**src/rtl/if_fetch_stage.sv**
```systemverilog
// ---------------------------------------------------------------------------
// if_fetch_stage
//   Instruction-fetch stage of the 5-stage MIPS pipeline. It owns the PC,
//   keeps at most one instruction-memory request outstanding, and drives the
//   IF/ID pipeline register. If the response arrives while the pipeline is
//   stalled, the word is parked in a one-entry buffer, so a fetch is never
//   lost or repeated.
//
// Parameters
//   RESET_PC        PC value loaded on reset
//
// Ports
//   clk_i, rst_i        clock, synchronous active-high reset
//   PC_stall_i          hold PC (hazard unit)
//   IFID_stall_i        hold IF/ID contents (hazard unit)
//   flush_i             branch taken in ID: redirect and bubble IF/ID
//   branch_target_i     redirect address, valid with flush_i
//   imem_req_o          fetch request (one-cycle pulse)
//   imem_addr_o         fetch address, valid with imem_req_o
//   imem_ready_i        response strobe
//   imem_data_i         instruction word, valid with imem_ready_i
//   pc_o                current PC register
//   IFID_pc_o           PC+4 of the instruction in IF/ID
//   IFID_inst_o         instruction in IF/ID (0 = nop when bubbled)
//   IFID_valid_o        IF/ID holds a real instruction
//   fetch_cnt_o         deliveries into IF/ID      (FETCH_PERF_CNT_EN)
//   stall_cnt_o         cycles with a hold request (FETCH_PERF_CNT_EN)
//
// Build option
//   FETCH_PERF_CNT_EN   when defined, the two perf counters are built.
//                       Otherwise both counter outputs are tied to 0.
// ---------------------------------------------------------------------------
module if_fetch_stage #(
  parameter logic [31:0] RESET_PC = 32'h0000_0000
) (
  input  logic        clk_i,
  input  logic        rst_i,
  input  logic        PC_stall_i,
  input  logic        IFID_stall_i,
  input  logic        flush_i,
  input  logic [31:0] branch_target_i,
  output logic        imem_req_o,
  output logic [31:0] imem_addr_o,
  input  logic        imem_ready_i,
  input  logic [31:0] imem_data_i,
  output logic [31:0] pc_o,
  output logic [31:0] IFID_pc_o,
  output logic [31:0] IFID_inst_o,
  output logic        IFID_valid_o,
  output logic [31:0] fetch_cnt_o,
  output logic [31:0] stall_cnt_o
);

  typedef enum logic [1:0] {
    S_BOOT,
    S_ISSUE,
    S_WAIT,
    S_HOLD
  } state_t;

  state_t      state_q;
  logic [31:0] pc_q;
  logic        discard_q;     // the outstanding response belongs to a flushed path
  logic [31:0] inst_buf_q;    // response parked while the pipeline is held
  logic [31:0] ifid_pc_q;
  logic [31:0] ifid_inst_q;
  logic        ifid_valid_q;

  logic        hold;
  logic        deliver;
  logic [31:0] deliver_data;
  logic [31:0] pc_plus4;

  assign hold     = PC_stall_i | IFID_stall_i;
  assign pc_plus4 = pc_q + 32'd4;

  // A delivery moves a fresh word into IF/ID: either straight from memory
  // in WAIT or from the parked buffer in HOLD. Delivery needs hold=0, so it
  // never competes with IFID_stall_i.
  always_comb begin
    deliver      = 1'b0;
    deliver_data = imem_data_i;
    unique case (state_q)
      S_WAIT:  deliver = imem_ready_i & ~discard_q & ~flush_i & ~hold;
      S_HOLD: begin
        deliver      = ~flush_i & ~hold;
        deliver_data = inst_buf_q;
      end
      default: deliver = 1'b0;
    endcase
  end

  // Fetch control FSM and PC.
  always_ff @(posedge clk_i) begin
    if (rst_i) begin
      state_q    <= S_BOOT;
      pc_q       <= RESET_PC;
      discard_q  <= 1'b0;
      inst_buf_q <= '0;
    end else begin
      unique case (state_q)
        S_BOOT: state_q <= S_ISSUE;
        S_ISSUE: begin
          state_q <= S_WAIT;
          if (flush_i) begin
            discard_q <= 1'b1;
            pc_q      <= branch_target_i;
          end
        end
        S_WAIT: begin
          if (imem_ready_i) begin
            if (discard_q || flush_i) begin
              discard_q <= 1'b0;
              if (flush_i) pc_q <= branch_target_i;
              state_q <= S_ISSUE;
            end else if (!hold) begin
              pc_q    <= pc_plus4;
              state_q <= S_ISSUE;
            end else begin
              inst_buf_q <= imem_data_i;
              state_q    <= S_HOLD;
            end
          end else if (flush_i) begin
            // The request is still in flight; the word it returns is stale.
            discard_q <= 1'b1;
            pc_q      <= branch_target_i;
          end
        end
        S_HOLD: begin
          if (flush_i) begin
            pc_q    <= branch_target_i;
            state_q <= S_ISSUE;
          end else if (!hold) begin
            pc_q    <= pc_plus4;
            state_q <= S_ISSUE;
          end
        end
        default: state_q <= S_BOOT;
      endcase
    end
  end

  // IF/ID register. Priority: flush bubble, stall hold, load, idle bubble.
  // A bubble keeps the PC field.
  always_ff @(posedge clk_i) begin
    if (rst_i) begin
      ifid_pc_q    <= '0;
      ifid_inst_q  <= '0;
      ifid_valid_q <= 1'b0;
    end else if (flush_i) begin
      ifid_inst_q  <= '0;
      ifid_valid_q <= 1'b0;
    end else if (IFID_stall_i) begin
      ifid_pc_q    <= ifid_pc_q;
      ifid_inst_q  <= ifid_inst_q;
      ifid_valid_q <= ifid_valid_q;
    end else if (deliver) begin
      ifid_pc_q    <= pc_plus4;
      ifid_inst_q  <= deliver_data;
      ifid_valid_q <= 1'b1;
    end else begin
      ifid_inst_q  <= '0;
      ifid_valid_q <= 1'b0;
    end
  end

`ifdef FETCH_PERF_CNT_EN
  logic [31:0] fetch_cnt_q;
  logic [31:0] stall_cnt_q;

  always_ff @(posedge clk_i) begin
    if (rst_i) begin
      fetch_cnt_q <= '0;
      stall_cnt_q <= '0;
    end else begin
      if (deliver) fetch_cnt_q <= fetch_cnt_q + 32'd1;
      if (hold)    stall_cnt_q <= stall_cnt_q + 32'd1;
    end
  end

  assign fetch_cnt_o = fetch_cnt_q;
  assign stall_cnt_o = stall_cnt_q;
`else
  assign fetch_cnt_o = '0;
  assign stall_cnt_o = '0;
`endif

  // Request outputs are decoded from registers only, so no input feeds them
  // combinationally.
  assign imem_req_o   = (state_q == S_ISSUE);
  assign imem_addr_o  = pc_q;
  assign pc_o         = pc_q;
  assign IFID_pc_o    = ifid_pc_q;
  assign IFID_inst_o  = ifid_inst_q;
  assign IFID_valid_o = ifid_valid_q;

endmodule
```
**config.mk**
```make
export PLATFORM = sky130hd
export DESIGN_NAME = if_fetch_stage
export DESIGN_NICKNAME = d
export VERILOG_FILES = /design/src/rtl/if_fetch_stage.sv
export SDC_FILE = /design/constraint.sdc
export NUM_CORES = 1
export LEC_CHECK = 0
export CAP_MARGIN = 20
export CELL_PAD_IN_SITES_DETAIL_PLACEMENT = 0
export CELL_PAD_IN_SITES_GLOBAL_PLACEMENT = 2
export CORE_MARGIN = 4
export CORE_UTILIZATION = 29
export DETAILED_ROUTE_END_ITERATION = 8
export DONT_BUFFER_PORTS = 1
export PLACE_DENSITY = 0.82
export SLEW_MARGIN = 20
export SYNTH_ARGS = -nofsm -noshare
export SYNTH_HDL_FRONTEND = slang
export SYNTH_SLANG_ARGS = --single-unit
```
**constraint.sdc**
```tcl
create_clock -name clk_i -period 2.1 [get_ports clk_i]
set_clock_uncertainty 0.15 [all_clocks]
set_input_delay 0.42 -clock clk_i [delete_from_list [all_inputs] [get_ports clk_i]]
set_output_delay 0.42 -clock clk_i [all_outputs]
set_load 0.01 [all_outputs]
```
======== Word-level counts from Yosys, hierarchy flattened ========
Index checks and enable logic that the tools add are counted.
cells by class
  $add $sub $neg .......................... 1
  eq/ne operators ......................... 6
  mux-type cells .......................... 20
  bitwise operators ....................... 10
  reduce and logical (&&, ||, !) cells .... 9
operators with widths
  operator                                                                count
  32-bit 2-to-1 mux                                                       7
  32-bit one-hot mux with 3 select lines                                  1
  32-bit by 3-bit adder with 32-bit output (second input constant)        1
  2-bit 2-to-1 mux                                                        5
  2-bit one-hot mux with 4 select lines                                   1
  3-bit inequality test (second input constant)                           2
  1-bit NOT                                                               5
  1-bit AND                                                               4
  2-bit equality test (second input constant)                             2
  1-bit 2-to-1 mux                                                        4
  1-bit one-hot mux with 2 select lines                                   2
  2-bit AND reduction                                                     2
  4-bit AND reduction                                                     1
  3-bit AND reduction                                                     1
  3-bit nonzero test                                                      1
  2-bit by 1-bit equality test with 1-bit output (second input constant)  1
  2-bit zero test                                                         1
  2-bit inequality test (second input constant)                           1
  2-bit nonzero test                                                      1
  2-bit OR reduction                                                      1
  1-bit logical OR                                                        1
  1-bit OR                                                                1
word-level totals
  register bits after elaboration ......... 132
  bits of input ports ..................... 70
  output and inout bits ................... 194
  logic and storage cells ................. 53

======== Depth between registers and ports, before layout ========
  depth after elaboration ................. 6
  gate-level depth with buffers ........... 10
  mapped depth without buffers ............ 7

======== Worst setup path before layout ========
Ideal clock, no wire load.
  path kind ............................... flip-flop to flip-flop
  start point ............................. register state_q[0]
  end point ............................... register pc_q[17], in the netlist imem_addr_o[17]
  library setup time ...................... 132 ps
  arrival ................................. 1899 ps
  required time ........................... 1818 ps
  path slack .............................. -81 ps
  stages on the path, launching flop included .. 10
  buffers on the path ..................... 2
  period minus slack after synthesis ...... 2181 ps
  cell sequence ........................... dfxtp_1 -> inv_1 -> ha_1 -> and3b_1 -> buf_2 -> o21ai_1 -> clkbuf_1 -> a31oi_1 -> a2111oi_0 -> nor3_1
between the ends
  cells in the longest elaborated chain, start to end .. 2
  elaborated cells between the ends (all ways) .. 5
  those cells by class .................... eq/ne: 3; mux: 1; reduce/logical: 1
RTL lines
  element                                                                                       line  RTL
  start: declaration                                                                            61    state_t state_q;
  start signal: assignment                                                                      96    state_q <= S_BOOT;
  start signal: assignment                                                                      102   S_BOOT: state_q <= S_ISSUE;
  start signal: assignment                                                                      104   state_q <= S_WAIT;
  2-bit equality test / 2-bit by 1-bit equality test with 1-bit output (equally long branches)  101   unique case (state_q)
  32-bit one-hot mux with 3 select lines / 3-bit nonzero test (equally long branches)           --
  end signal: assignment                                                                        107   pc_q <= branch_target_i;
  end signal: assignment                                                                        114   if (flush_i) pc_q <= branch_target_i;
  end signal: assignment                                                                        117   pc_q <= pc_plus4;
  end: declaration                                                                              62    logic [31:0] pc_q;
Several ways; a longest one is shown, not always the timed one.
A chain may end at the register's enable or synchronous reset.

======== Worst setup path in the final report ========
  start point ............................. register state_q[0]
  end point ............................... register pc_q[8], in the netlist imem_addr_o[8]
Same word-level chain as after synthesis.

==> run_results.csv <==
group,metric,value,unit
clock_tree,cts_tree,"done",
place,pre_cts_slack,-0.221,ns
detailed_routing,detail-route-antenna-nets,0,
timing,period_share,98.2,%
cells_and_area,n_antenna_cell,0,
detailed_routing,routedWlPerCell,18.0,microns
floorplan,dieArea,27100,sq um
worst_setup_path,crit_path_max_fanout,6,
min_path,holdCritPathClass,"in -> reg",
worst_setup_path,critPathCaptureType,"register",
cells_and_area,seqCellArea,2650,sq um
timing,fmax,0.485,GHz
floorplan,initial_core_util,29.9,%
yosys,ys_top_cells_by_area,"dfxtp_1 37%, buf_4 11%, nor2_1 6.8%",
timing,rsz0062_at_grt,"yes",
pwr,p_leak,0.00300,uW
yosys,synth_cells,883,
yosys,ys_types,59,
clock_tree,cts_buffers,17,
clock_tree,cts_buffer_depth,2,
worst_setup_path,path_cells,"buf_4 -> ha_2 -> nor2b_4 -> o31a_1 -> buf_4 -> buf_4 -> o21ai_0 -> o211ai_1 -> a21oi_1",
floorplan,dieWidth,164,microns
floorplan,die_height,164,microns
worst_setup_path,cp-start-kind,"register",
detailed_routing,drt-total-wl,22600,microns
yosys,avgSynthCellArea,8.04,sq um
detailed_routing,drcViolationCount,0,
clock_tree,holdBufCountCts,37,
pwr,powerDensity,723,nW/um^2
clock_tree,clk_pin_slew,0.07,ns
flow_run,cap_viol_max_count,0,
worst_setup_path,cpMostUsedCell,"buf_4",
detailed_routing,drt_iter0_drc,363,
timing,slew_viol_final,0,
yosys,synth.cell_area,7100,sq um
place,place_area,7410,sq um
timing,hold_violations,81,
worst_setup_path,slowest_stage,"o31a_1",
detailed_routing,vias_per_cell,4.86,
detailed_routing,drt_pass1_iterations,5,
worst_setup_path,cp.required,2.29,ns
yosys,yosysWarnings,0,
place,hpwlAfterDp,15400,microns
clock_tree,htree_levels,4,
global_routing,antenna_found_initial,1,
cells_and_area,area_growth,18.9,%
clock_tree,cts_sinks,132,
cells_and_area,num-fill-cells,2501,
clock_tree,root_buffer,"clkbuf_16",
cells_and_area,finish.utilization,35.5,%
pwr,ir_drop,0.425,mV
run_status,status,"complete, but fails checks",
floorplan,io_pins,264,
global_routing,grt_pass1_vias,5902,
timing,whs,-0.0764,ns
worst_setup_path,crit_type,"reg -> reg",
worst_setup_path,slowest_delay,0.33,ns
cells_and_area,multiInputGateArea,3690,sq um
timing,setup_violations,0,
place,port_buffers,0,
cells_and_area,drive_gt1_share,15.8,%
clock_tree,insertion_delay,0.41,ns
floorplan,rows,56,
detailed_routing,route.vias.total,6100,
timing,fin_ws,0.0386,ns
timing,layout_min_cycle_time,2.06,ns
worst_setup_path,arrival,2.25,ns
cells_and_area,nets,999,
global_routing,grtUsageTotal,16.1,%
cells_and_area,final_area,8440,sq um
yosys,synth_area_leader_cell,"dfxtp_1",
global_routing,gr-total-overflow,0,
run_status,violations,"negative hold slack",
yosys,synth.top_cell.area_share,37.2,%
floorplan,coreArea,23800,sq um
yosys,synth-edff-count,0,
global_routing,grt_pass1_wl,33900,microns
yosys,synth_seq_cells,132,
yosys,synthFlopType,"dfxtp_1",
global_routing,grt_start_max_net_pins,96,
yosys,ys_seq_area_share,37.2,%
place,gp_congestion,0.801,
yosys,synthArstFlopShare,0,%
==> final timing paths <==
check | startpoint | end | slack (ns) | depth (start not counted)
setup / recovery | state_q[0] | imem_addr_o[8] | 0.04 | 9
hold / removal | rst_i | IFID_pc_o[26] | -0.08 | 1
setup reg to reg | state_q[0] | imem_addr_o[8] | 0.04 | 9
hold reg to reg | inst_buf_q[30] | inst_buf_q[30] | 0.30 | 2
==> cell usage after synthesis, types with 3 or more instances <==
library cell,number
dfxtp_1,132
nor2_1,128
buf_4,103
nand2_1,101
a21oi_1,86
mux2i_1,44
clkbuf_1,41
a211oi_1,32
xnor2_1,18
nand3_1,16
buf_2,15
xor2_1,13
a22oi_1,12
inv_1,12
nand4_1,10
o21ai_0,9
buf_1,8
nor3_1,8
o22ai_1,7
ha_1,6
and3_1,5
and4_1,5
o211ai_1,5
a221oi_1,4
nor4_1,4
o32ai_1,4
or4_1,4
a31oi_1,3
nand3_2,3
o21ai_1,3
==> flip-flops by register name, summed over array words and instances, names as in the netlist <==
name / flops
discard_q: 1
inst_buf_q: 32
state_q: 2
IFID_pc_o: 32
imem_addr_o: 32
IFID_valid_o: 1
IFID_inst_o: 32
==> layer usage <==
layer  vias up  global-route usage (%)  wire length, microns
met1      2872                    20.1                  9770
met2       226                    25.6                 10300
met4         0                    5.10                   434
met3        28                    6.19                  2090
li1       2974                       -                     -
met5         -                       0                     0
==> cell families (layout without fill, tap and decap cells) <==
group	count (synthesis)	in the layout	synth area share (%)
adders and majority gates	6	6	1.06
muxes	44	44	6.20
other	1	64	0.0528
DFF	132	132	37.2
and+or+nand+nor	304	304	19.8
buffers and inverters	179	169	15.2
xor gates and xnor gates	31	31	3.82
AOI/OAI and AO/OA	186	186	16.7
==> placed cells by master, fill, tap and decap left out, drive strengths merged, types with 7 or more instances in the layout <==
cell type	instances
xor2	13
o22ai	7
buf	89
dfxtp	132
dlygate4sd3	36
nor3	10
xnor2	18
o21ai	12
a21oi	86
nor4	8
mux2i	44
nand2	101
clkbuf	21
nand4	11
conb	64
inv	18
nand3	20
nor2	128
a22oi	12
a211oi	32
==> worst max-delay path, delay by kind of cell (launching register included) <==
family / cells / cell delay [ns]
DFF: 1 / 0.32
and+or+nand+nor: 1 / 0.13
adders and majority gates: 1 / 0.21
AOI/OAI and AO/OA: 4 / 0.76
buffers and inverters: 3 / 0.42
==> metrics by stage <==
stage	setup TNS [ns]	hold slack, ns	instances	total power, uW
after floorplan	-0.0173	0.286	946	3230
after global placement	-3.75	0.285	1181	3280
after detailed placement	-6.64	0.293	1181	3280
after CTS	0	-0.0949	1251	6170
after global routing	-0.0670	-0.0996	1255	6380
final	0	-0.0764	1255	6100
==> area by class of cell <==
cell class	count	area share [%]
Inverter	12	0.533
Clock inverter	11	1.10
Clock buffer	21	5.33
Timing Repair Buffer	125	13.3
Multi-Input combinational cell	635	43.7
Tap cell	319	4.73
Sequential cell	132	31.3
==> where the power goes <==
part	internal, uW	switching, uW	leakage, uW
Clock	1570	1220	0.000256
Combinational	292	408	0.00168
Sequential	2560	62.5	0.00107
Total	4420	1690	0.00300
==> timing repair <==
| action | CTS | global route |
|---|---|---|
| resized for setup | 3 | 17 |
| setup endpoints to repair | 49 | 45 |
| pin swaps | 1 | 6 |
| buffers inserted | 2 | 4 |
| gates cloned | 0 | 0 |
| hold endpoints to repair | 124 | 88 |
(Power assumes the default switching activity.)
